<file path="src/rtl/dmem_arbiter_if.sv">
// ============================================================================
// Module  : dmem_arbiter_if
// Brief   : Bundle of both requester ports and the data-memory port.
// Revision: 1.0 - initial release
// ============================================================================
`default_nettype none

interface dmem_arbiter_if #(
   parameter int ADDR_W = 16,
   parameter int DATA_W = 16
);
   logic              m0_req;
   logic              m0_we;
   logic [ADDR_W-1:0] m0_addr;
   logic [DATA_W-1:0] m0_wdata;
   logic              m0_gnt;
   logic              m0_rvalid;
   logic [DATA_W-1:0] m0_rdata;
   logic              m0_err;

   logic              m1_req;
   logic              m1_we;
   logic [ADDR_W-1:0] m1_addr;
   logic [DATA_W-1:0] m1_wdata;
   logic              m1_gnt;
   logic              m1_rvalid;
   logic [DATA_W-1:0] m1_rdata;
   logic              m1_err;

   logic [ADDR_W-1:0] mem_addr;
   logic [DATA_W-1:0] mem_write_data;
   logic              mem_write;
   logic              mem_read;
   logic [DATA_W-1:0] mem_read_data;

   // master is the system side: both requesters plus the memory's read port
   modport master (
      output m0_req, m0_we, m0_addr, m0_wdata,
      output m1_req, m1_we, m1_addr, m1_wdata,
      output mem_read_data,
      input  m0_gnt, m0_rvalid, m0_rdata, m0_err,
      input  m1_gnt, m1_rvalid, m1_rdata, m1_err,
      input  mem_addr, mem_write_data, mem_write, mem_read
   );

   modport slave (
      input  m0_req, m0_we, m0_addr, m0_wdata,
      input  m1_req, m1_we, m1_addr, m1_wdata,
      input  mem_read_data,
      output m0_gnt, m0_rvalid, m0_rdata, m0_err,
      output m1_gnt, m1_rvalid, m1_rdata, m1_err,
      output mem_addr, mem_write_data, mem_write, mem_read
   );
endinterface

`default_nettype wire

</file>
<file path="src/rtl/dmem_arbiter.sv">
// ============================================================================
// Module  : dmem_arbiter
// Brief   : Two-port round-robin arbiter onto a single-cycle data memory.
// Revision: 1.0 - initial release
// ============================================================================
`default_nettype none

module dmem_arbiter #(
   parameter int ADDR_W = 16,
   parameter int DATA_W = 16
) (
   input  wire logic     clk,
   input  wire logic     rst,
   dmem_arbiter_if.slave bus
);

   logic              lp_q, lp_d;
   logic              m0_rvalid_q, m0_rvalid_d;
   logic              m1_rvalid_q, m1_rvalid_d;
   logic              m0_err_q, m0_err_d;
   logic              m1_err_q, m1_err_d;
   logic [DATA_W-1:0] m0_rdata_q, m0_rdata_d;
   logic [DATA_W-1:0] m1_rdata_q, m1_rdata_d;

   logic              w_gnt0, w_gnt1, w_any, w_we, w_mis;
   logic [ADDR_W-1:0] w_addr;
   logic [DATA_W-1:0] w_wdata;

   always_comb begin
      w_gnt0 = 1'b0;
      w_gnt1 = 1'b0;
      if (!rst) begin
         // lp_q = 1 means m1 was granted last, so m0 takes the contention
         if (bus.m0_req && bus.m1_req) begin
            w_gnt0 = lp_q;
            w_gnt1 = ~lp_q;
         end else begin
            w_gnt0 = bus.m0_req;
            w_gnt1 = bus.m1_req;
         end
      end
      w_any   = w_gnt0 | w_gnt1;
      w_we    = w_gnt1 ? bus.m1_we    : bus.m0_we;
      w_addr  = w_gnt1 ? bus.m1_addr  : bus.m0_addr;
      w_wdata = w_gnt1 ? bus.m1_wdata : bus.m0_wdata;
      w_mis   = w_addr[0];

      lp_d        = w_any ? w_gnt1 : lp_q;
      m0_rvalid_d = w_gnt0 & ~w_mis & ~w_we;
      m1_rvalid_d = w_gnt1 & ~w_mis & ~w_we;
      m0_err_d    = w_gnt0 & w_mis;
      m1_err_d    = w_gnt1 & w_mis;
      m0_rdata_d  = m0_rvalid_d ? bus.mem_read_data : m0_rdata_q;
      m1_rdata_d  = m1_rvalid_d ? bus.mem_read_data : m1_rdata_q;
   end

   always_ff @(posedge clk) begin
      if (rst) begin
         lp_q        <= 1'b1;
         m0_rvalid_q <= 1'b0;
         m1_rvalid_q <= 1'b0;
         m0_err_q    <= 1'b0;
         m1_err_q    <= 1'b0;
         m0_rdata_q  <= '0;
         m1_rdata_q  <= '0;
      end else begin
         lp_q        <= lp_d;
         m0_rvalid_q <= m0_rvalid_d;
         m1_rvalid_q <= m1_rvalid_d;
         m0_err_q    <= m0_err_d;
         m1_err_q    <= m1_err_d;
         m0_rdata_q  <= m0_rdata_d;
         m1_rdata_q  <= m1_rdata_d;
      end
   end

   assign bus.m0_gnt         = w_gnt0;
   assign bus.m1_gnt         = w_gnt1;
   assign bus.mem_addr       = w_any ? w_addr  : '0;
   assign bus.mem_write_data = w_any ? w_wdata : '0;
   assign bus.mem_write      = w_any & ~w_mis & w_we;
   assign bus.mem_read       = w_any & ~w_mis & ~w_we;

   // A read granted just before reset must not surface while reset is held
   assign bus.m0_rvalid = m0_rvalid_q & ~rst;
   assign bus.m1_rvalid = m1_rvalid_q & ~rst;
   assign bus.m0_rdata  = m0_rdata_q;
   assign bus.m1_rdata  = m1_rdata_q;
   assign bus.m0_err    = m0_err_q;
   assign bus.m1_err    = m1_err_q;

endmodule

`default_nettype wire
</file>
<file path="src/flat_wrapper.sv">
// flat-port wrapper written by rule: the top's interface ports become plain ports
module dmem_arbiter_flat 
#(
   parameter int ADDR_W = 16,
   parameter int DATA_W = 16
)
  (clk, rst, bus_m0_req, bus_m0_we, bus_m0_addr, bus_m0_wdata, bus_m1_req, bus_m1_we, bus_m1_addr, bus_m1_wdata, bus_mem_read_data, bus_m0_gnt, bus_m0_rvalid, bus_m0_rdata, bus_m0_err, bus_m1_gnt, bus_m1_rvalid, bus_m1_rdata, bus_m1_err, bus_mem_addr, bus_mem_write_data, bus_mem_write, bus_mem_read);
  dmem_arbiter_if #(.ADDR_W(ADDR_W), .DATA_W(DATA_W)) bus_i ();
  input  wire logic clk;
  input  wire logic rst;
  input wire logic [$bits(bus_i.m0_req)-1:0] bus_m0_req;
  input wire logic [$bits(bus_i.m0_we)-1:0] bus_m0_we;
  input wire logic [$bits(bus_i.m0_addr)-1:0] bus_m0_addr;
  input wire logic [$bits(bus_i.m0_wdata)-1:0] bus_m0_wdata;
  input wire logic [$bits(bus_i.m1_req)-1:0] bus_m1_req;
  input wire logic [$bits(bus_i.m1_we)-1:0] bus_m1_we;
  input wire logic [$bits(bus_i.m1_addr)-1:0] bus_m1_addr;
  input wire logic [$bits(bus_i.m1_wdata)-1:0] bus_m1_wdata;
  input wire logic [$bits(bus_i.mem_read_data)-1:0] bus_mem_read_data;
  output wire logic [$bits(bus_i.m0_gnt)-1:0] bus_m0_gnt;
  output wire logic [$bits(bus_i.m0_rvalid)-1:0] bus_m0_rvalid;
  output wire logic [$bits(bus_i.m0_rdata)-1:0] bus_m0_rdata;
  output wire logic [$bits(bus_i.m0_err)-1:0] bus_m0_err;
  output wire logic [$bits(bus_i.m1_gnt)-1:0] bus_m1_gnt;
  output wire logic [$bits(bus_i.m1_rvalid)-1:0] bus_m1_rvalid;
  output wire logic [$bits(bus_i.m1_rdata)-1:0] bus_m1_rdata;
  output wire logic [$bits(bus_i.m1_err)-1:0] bus_m1_err;
  output wire logic [$bits(bus_i.mem_addr)-1:0] bus_mem_addr;
  output wire logic [$bits(bus_i.mem_write_data)-1:0] bus_mem_write_data;
  output wire logic [$bits(bus_i.mem_write)-1:0] bus_mem_write;
  output wire logic [$bits(bus_i.mem_read)-1:0] bus_mem_read;
  assign bus_i.m0_req = bus_m0_req;
  assign bus_i.m0_we = bus_m0_we;
  assign bus_i.m0_addr = bus_m0_addr;
  assign bus_i.m0_wdata = bus_m0_wdata;
  assign bus_i.m1_req = bus_m1_req;
  assign bus_i.m1_we = bus_m1_we;
  assign bus_i.m1_addr = bus_m1_addr;
  assign bus_i.m1_wdata = bus_m1_wdata;
  assign bus_i.mem_read_data = bus_mem_read_data;
  assign bus_m0_gnt = bus_i.m0_gnt;
  assign bus_m0_rvalid = bus_i.m0_rvalid;
  assign bus_m0_rdata = bus_i.m0_rdata;
  assign bus_m0_err = bus_i.m0_err;
  assign bus_m1_gnt = bus_i.m1_gnt;
  assign bus_m1_rvalid = bus_i.m1_rvalid;
  assign bus_m1_rdata = bus_i.m1_rdata;
  assign bus_m1_err = bus_i.m1_err;
  assign bus_mem_addr = bus_i.mem_addr;
  assign bus_mem_write_data = bus_i.mem_write_data;
  assign bus_mem_write = bus_i.mem_write;
  assign bus_mem_read = bus_i.mem_read;
  dmem_arbiter #(.ADDR_W(ADDR_W), .DATA_W(DATA_W)) u_core (.clk(clk), .rst(rst), .bus(bus_i));
endmodule
</file>
<file path="config.mk">
export PLATFORM = sky130hd
export DESIGN_NAME = dmem_arbiter_flat
export DESIGN_NICKNAME = d
export VERILOG_FILES = /design/src/rtl/dmem_arbiter_if.sv /design/src/rtl/dmem_arbiter.sv /design/src/flat_wrapper.sv
export SDC_FILE = /design/constraint.sdc
export NUM_CORES = 1
export LEC_CHECK = 0
export ABC_AREA = 1
export CORE_MARGIN = 4
export CORE_UTILIZATION = 25
export CTS_CLUSTER_DIAMETER = 50
export DETAILED_ROUTE_END_ITERATION = 16
export SETUP_SLACK_MARGIN = 0.3
export SKIP_CTS_REPAIR_TIMING = 1
export SYNTH_ARGS = -nofsm -noshare
export SYNTH_HDL_FRONTEND = slang
export SYNTH_SLANG_ARGS = --single-unit
export TNS_END_PERCENT = 1
</file>
<file path="constraint.sdc">
create_clock -name clk -period 1.83 [get_ports clk]
set_input_delay 0.366 -clock clk [delete_from_list [all_inputs] [get_ports clk]]
set_output_delay 0.366 -clock clk [all_outputs]
set_load 0.005 [all_outputs]
</file>
==> impl_metrics.tcl <==
set metrics [dict create \
    path_cells "nand2_2, nand3_4, inv_6, buf_6, clkbuf_16, nand2_1, a21oi_1, buf_2" \
    hold_viol 0 \
    track_usage_pct 16.5 \
    internal_power_w 0.00177 \
    timing.rr.start "u_core.lp_q$_SDFFE_PP1P_" \
    r2r_end "u_core.bus.m0_rdata[13]$_SDFFE_PP0P_" \
    detail_route.wl_per_cell_um 15.1 \
    ys_seq_area_share_pct 38.3 \
    relSlewSlack_pct 77.7 \
    highest_layer "met4" \
    coreArea_um2 7370 \
    synthCells 299 \
    seqPwrFrac_pct 35.6 \
    overflow 0 \
    power_w 0.00239 \
    syn-num-nets 385 \
    dr.pass1.iters 4 \
    antenna_found_initial 0 \
    finalCritPeriodShare_pct 103 \
    port_buffers 157 \
    crit_path_max_incr_delay_ps 340 \
    worstRegToRegCells 11 \
    drv_cap 0 \
    cellLeakagePower_nw 2.26 \
    ys_seq_elements 37 \
    slowest_stage "dfxtp_2" \
    drive_above_1_share_pct 25.4 \
    rsz0062_at_grt "yes" \
    io_pins 158 \
    cts_max_level 2 \
    dieArea_um2 9210 \
    grt_pass1_wl_mm 11.9 \
    start_kind "flop" \
    routed_wl_mm 8.71 \
    avgSynthCellArea_um2 6.47 \
    violations "negative setup slack" \
    async_flop_share_pct 0 \
    ys.flop_type "dfxtp_1" \
    vdd_drop_max_uv 434 \
    antenna_cells 0 \
    gp_congestion 0.761 \
    synth_area_leaders "dfxtp_1 (38%), nand2_1 (16%), a21oi_1 (12%), nor2_1 (7.8%), nand4_1 (5.2%)" \
    wl_met3_um 958 \
    met1_length_mm 3.24 \
    cts_made_buffers 5 \
    placed_cell_area_um2 3750 \
    comb_power_share_pct 28.5 \
    cts.clk_slew.worst_paths_ps 80 \
    initial_core_util_pct 26.2 \
    netlist-cell-type-count 21 \
    clkLatencyLatePin_ps 290 \
    drt_iter0_drc 45 \
    yosysTopAreaCell "dfxtp_1" \
    cp_data_arrival_time_ps 1520 \
    setup_ws_ps -55.5 \
    switching_share_pct 25.8 \
    met2_length_mm 4.46 \
    critical_path_class "reg -> out" \
    avgViaCountPerCell 4.50 \
    synth_top_area_share_pct 38.3 \
    clock-sinks 37 \
    critPathCaptureType "output pin" \
    hpwlAfterDp_mm 6.41 \
    synth_area_um2 1930 \
    finalClockSkew_ps 9.13 \
    status "finished with violations" \
    p_per_area_nw_per_um2 586 \
    die_h_um 96.0 \
    cp-startpoint "u_core.lp_q$_SDFFE_PP1P_" \
    crit_path_max_fanout 7 \
    synth_common_cells "nand2_1 (84), a21oi_1 (47), nor2_1 (40)" \
    p_sw_w 0.000616 \
    fin_nets 562 \
    rrSetupSlack_ps 160 \
    setup_viol 17 \
    drtAntennaViolNets 0 \
    cts-root-buf "clkbuf_8" \
    die_width_um 96.0 \
    synth_edf_count 0 \
    max_freq_ghz 0.530 \
    ys_warn_count 0 \
    worst_pin_slew_ps 334 \
    holdCritPathClass "reg -> reg" \
    drc 0 \
    area_delta_synth_final_pct 111 \
    grt_max_degree 34 \
    worstPathRequired_ps 1460 \
    design_area_um2 4070 \
    cts_tree "done" \
    period_minus_slack_ps 1890 \
    first_global_vias 2386 \
    clkPwrFrac_pct 35.9 \
    crit_end "bus_mem_write_data[10]" \
    yosysMostFrequentCell "nand2_1" \
    cts_buffer_depth 2 \
    drv_slew 0 \
    vias 2592 \
    row_count 31 \
]
state kept, by name (all words and copies together) (netlist names):
register / cells
u_core.bus.m1_rdata: 16
u_core.m1_rvalid_q: 1
u_core.bus.m1_err: 1
u_core.lp_q: 1
u_core.bus.m0_rdata: 16
u_core.m0_rvalid_q: 1
u_core.bus.m0_err: 1
critical path: cells and delay by family, from the launching register on:
family | cells | cell delay (ps)
AO/OA/AOI/OAI | 1 | 110
buffers and inverters | 4 | 500
flip-flops | 1 | 340
AND/OR/NAND/NOR | 3 | 290
cell families (layout without fill, tap and decap cells):
family                 Yosys count  count (layout)  synth area share, %
AO/OA/AOI/OAI                   64              64                 16.6
flip-flops                      37              37                 38.3
buffers and inverters           47             224                 10.8
AND/OR/NAND/NOR                151             152                 34.3
cells in the final DEF (no fill, tap or decap), types with 4 or more instances in the layout:
| cell | synthesis | routed |
|---|---|---|
| o21ai_1 | 0 | 14 |
| buf_12 | 0 | 4 |
| a21oi_2 | 0 | 16 |
| clkdlybuf4s50_1 | 0 | 95 |
| nand4_1 | 16 | 16 |
| nand2_1 | 84 | 80 |
| dfxtp_1 | 37 | 27 |
| a21oi_1 | 47 | 31 |
| dlymetal6s2s_1 | 0 | 30 |
| nor2_4 | 0 | 5 |
| clkbuf_2 | 0 | 6 |
| clkbuf_8 | 0 | 5 |
| nor2_1 | 40 | 37 |
| inv_1 | 23 | 23 |
| buf_2 | 8 | 25 |
| buf_6 | 0 | 10 |
| dfxtp_2 | 0 | 10 |
| buf_4 | 3 | 19 |
worst min-delay path by stage:
stage	start	endpoint	slack, ps	cells after the start
floorplan	u_core.lp_q$_SDFFE_PP1P_	u_core.lp_q$_SDFFE_PP1P_	470	2
global placement	u_core.bus.m0_rdata[7]$_SDFFE_PP0P_	u_core.bus.m0_rdata[7]$_SDFFE_PP0P_	460	2
detailed placement	u_core.bus.m0_rdata[6]$_SDFFE_PP0P_	u_core.bus.m0_rdata[6]$_SDFFE_PP0P_	470	2
CTS	u_core.bus.m0_rdata[6]$_SDFFE_PP0P_	u_core.bus.m0_rdata[6]$_SDFFE_PP0P_	490	2
global route	u_core.bus.m0_rdata[12]$_SDFFE_PP0P_	u_core.bus.m0_rdata[12]$_SDFFE_PP0P_	510	2
finish	u_core.bus.m0_rdata[0]$_SDFFE_PP0P_	u_core.bus.m0_rdata[0]$_SDFFE_PP0P_	480	2
area by class of cell:
type	instances	area, um^2
repair buffers	190	1840
clock buffers	5	68.8
fillers	729	3300
multi-input cells	216	1110
flip-flops and latches	37	753
inverters	26	103
clock inverters	3	68.8
well taps	99	124
routing by layer:
| layer | vias to the layer above | track usage (%) |
|---|---|---|
| li1 | 1314 | - |
| met1 | 1171 | 17.8 |
| met2 | 103 | 30.6 |
| met3 | 4 | 6.41 |
| met4 | 0 | 2.96 |
| met5 | - | 0 |
per-stage QoR:
step | hold slack (ps) | util (%) | TNS [ps] | setup WS (ps) | instances
floorplan | 471 | - | 0 | 281 | 299
global placement | 465 | 50.9 | -30800 | -701 | 558
detailed placement | 474 | 50.9 | -32220 | -731 | 558
CTS | 492 | 52.8 | -26590 | -752 | 566
global route | 512 | 55.3 | -2690 | -136 | 576
finish | 483 | 55.3 | -590 | -55.5 | 576
power groups by stage:
stage,Combinational (W),Clock (W),Sequential [W]
floorplan,0.000218,0,0.000866
global placement,0.000660,0,0.000865
detailed placement,0.000662,0,0.000866
CTS,0.000666,0.000884,0.000847
global route,0.000738,0.000915,0.000852
finish,0.000680,0.000857,0.000849
(Power assumes the default switching activity.)
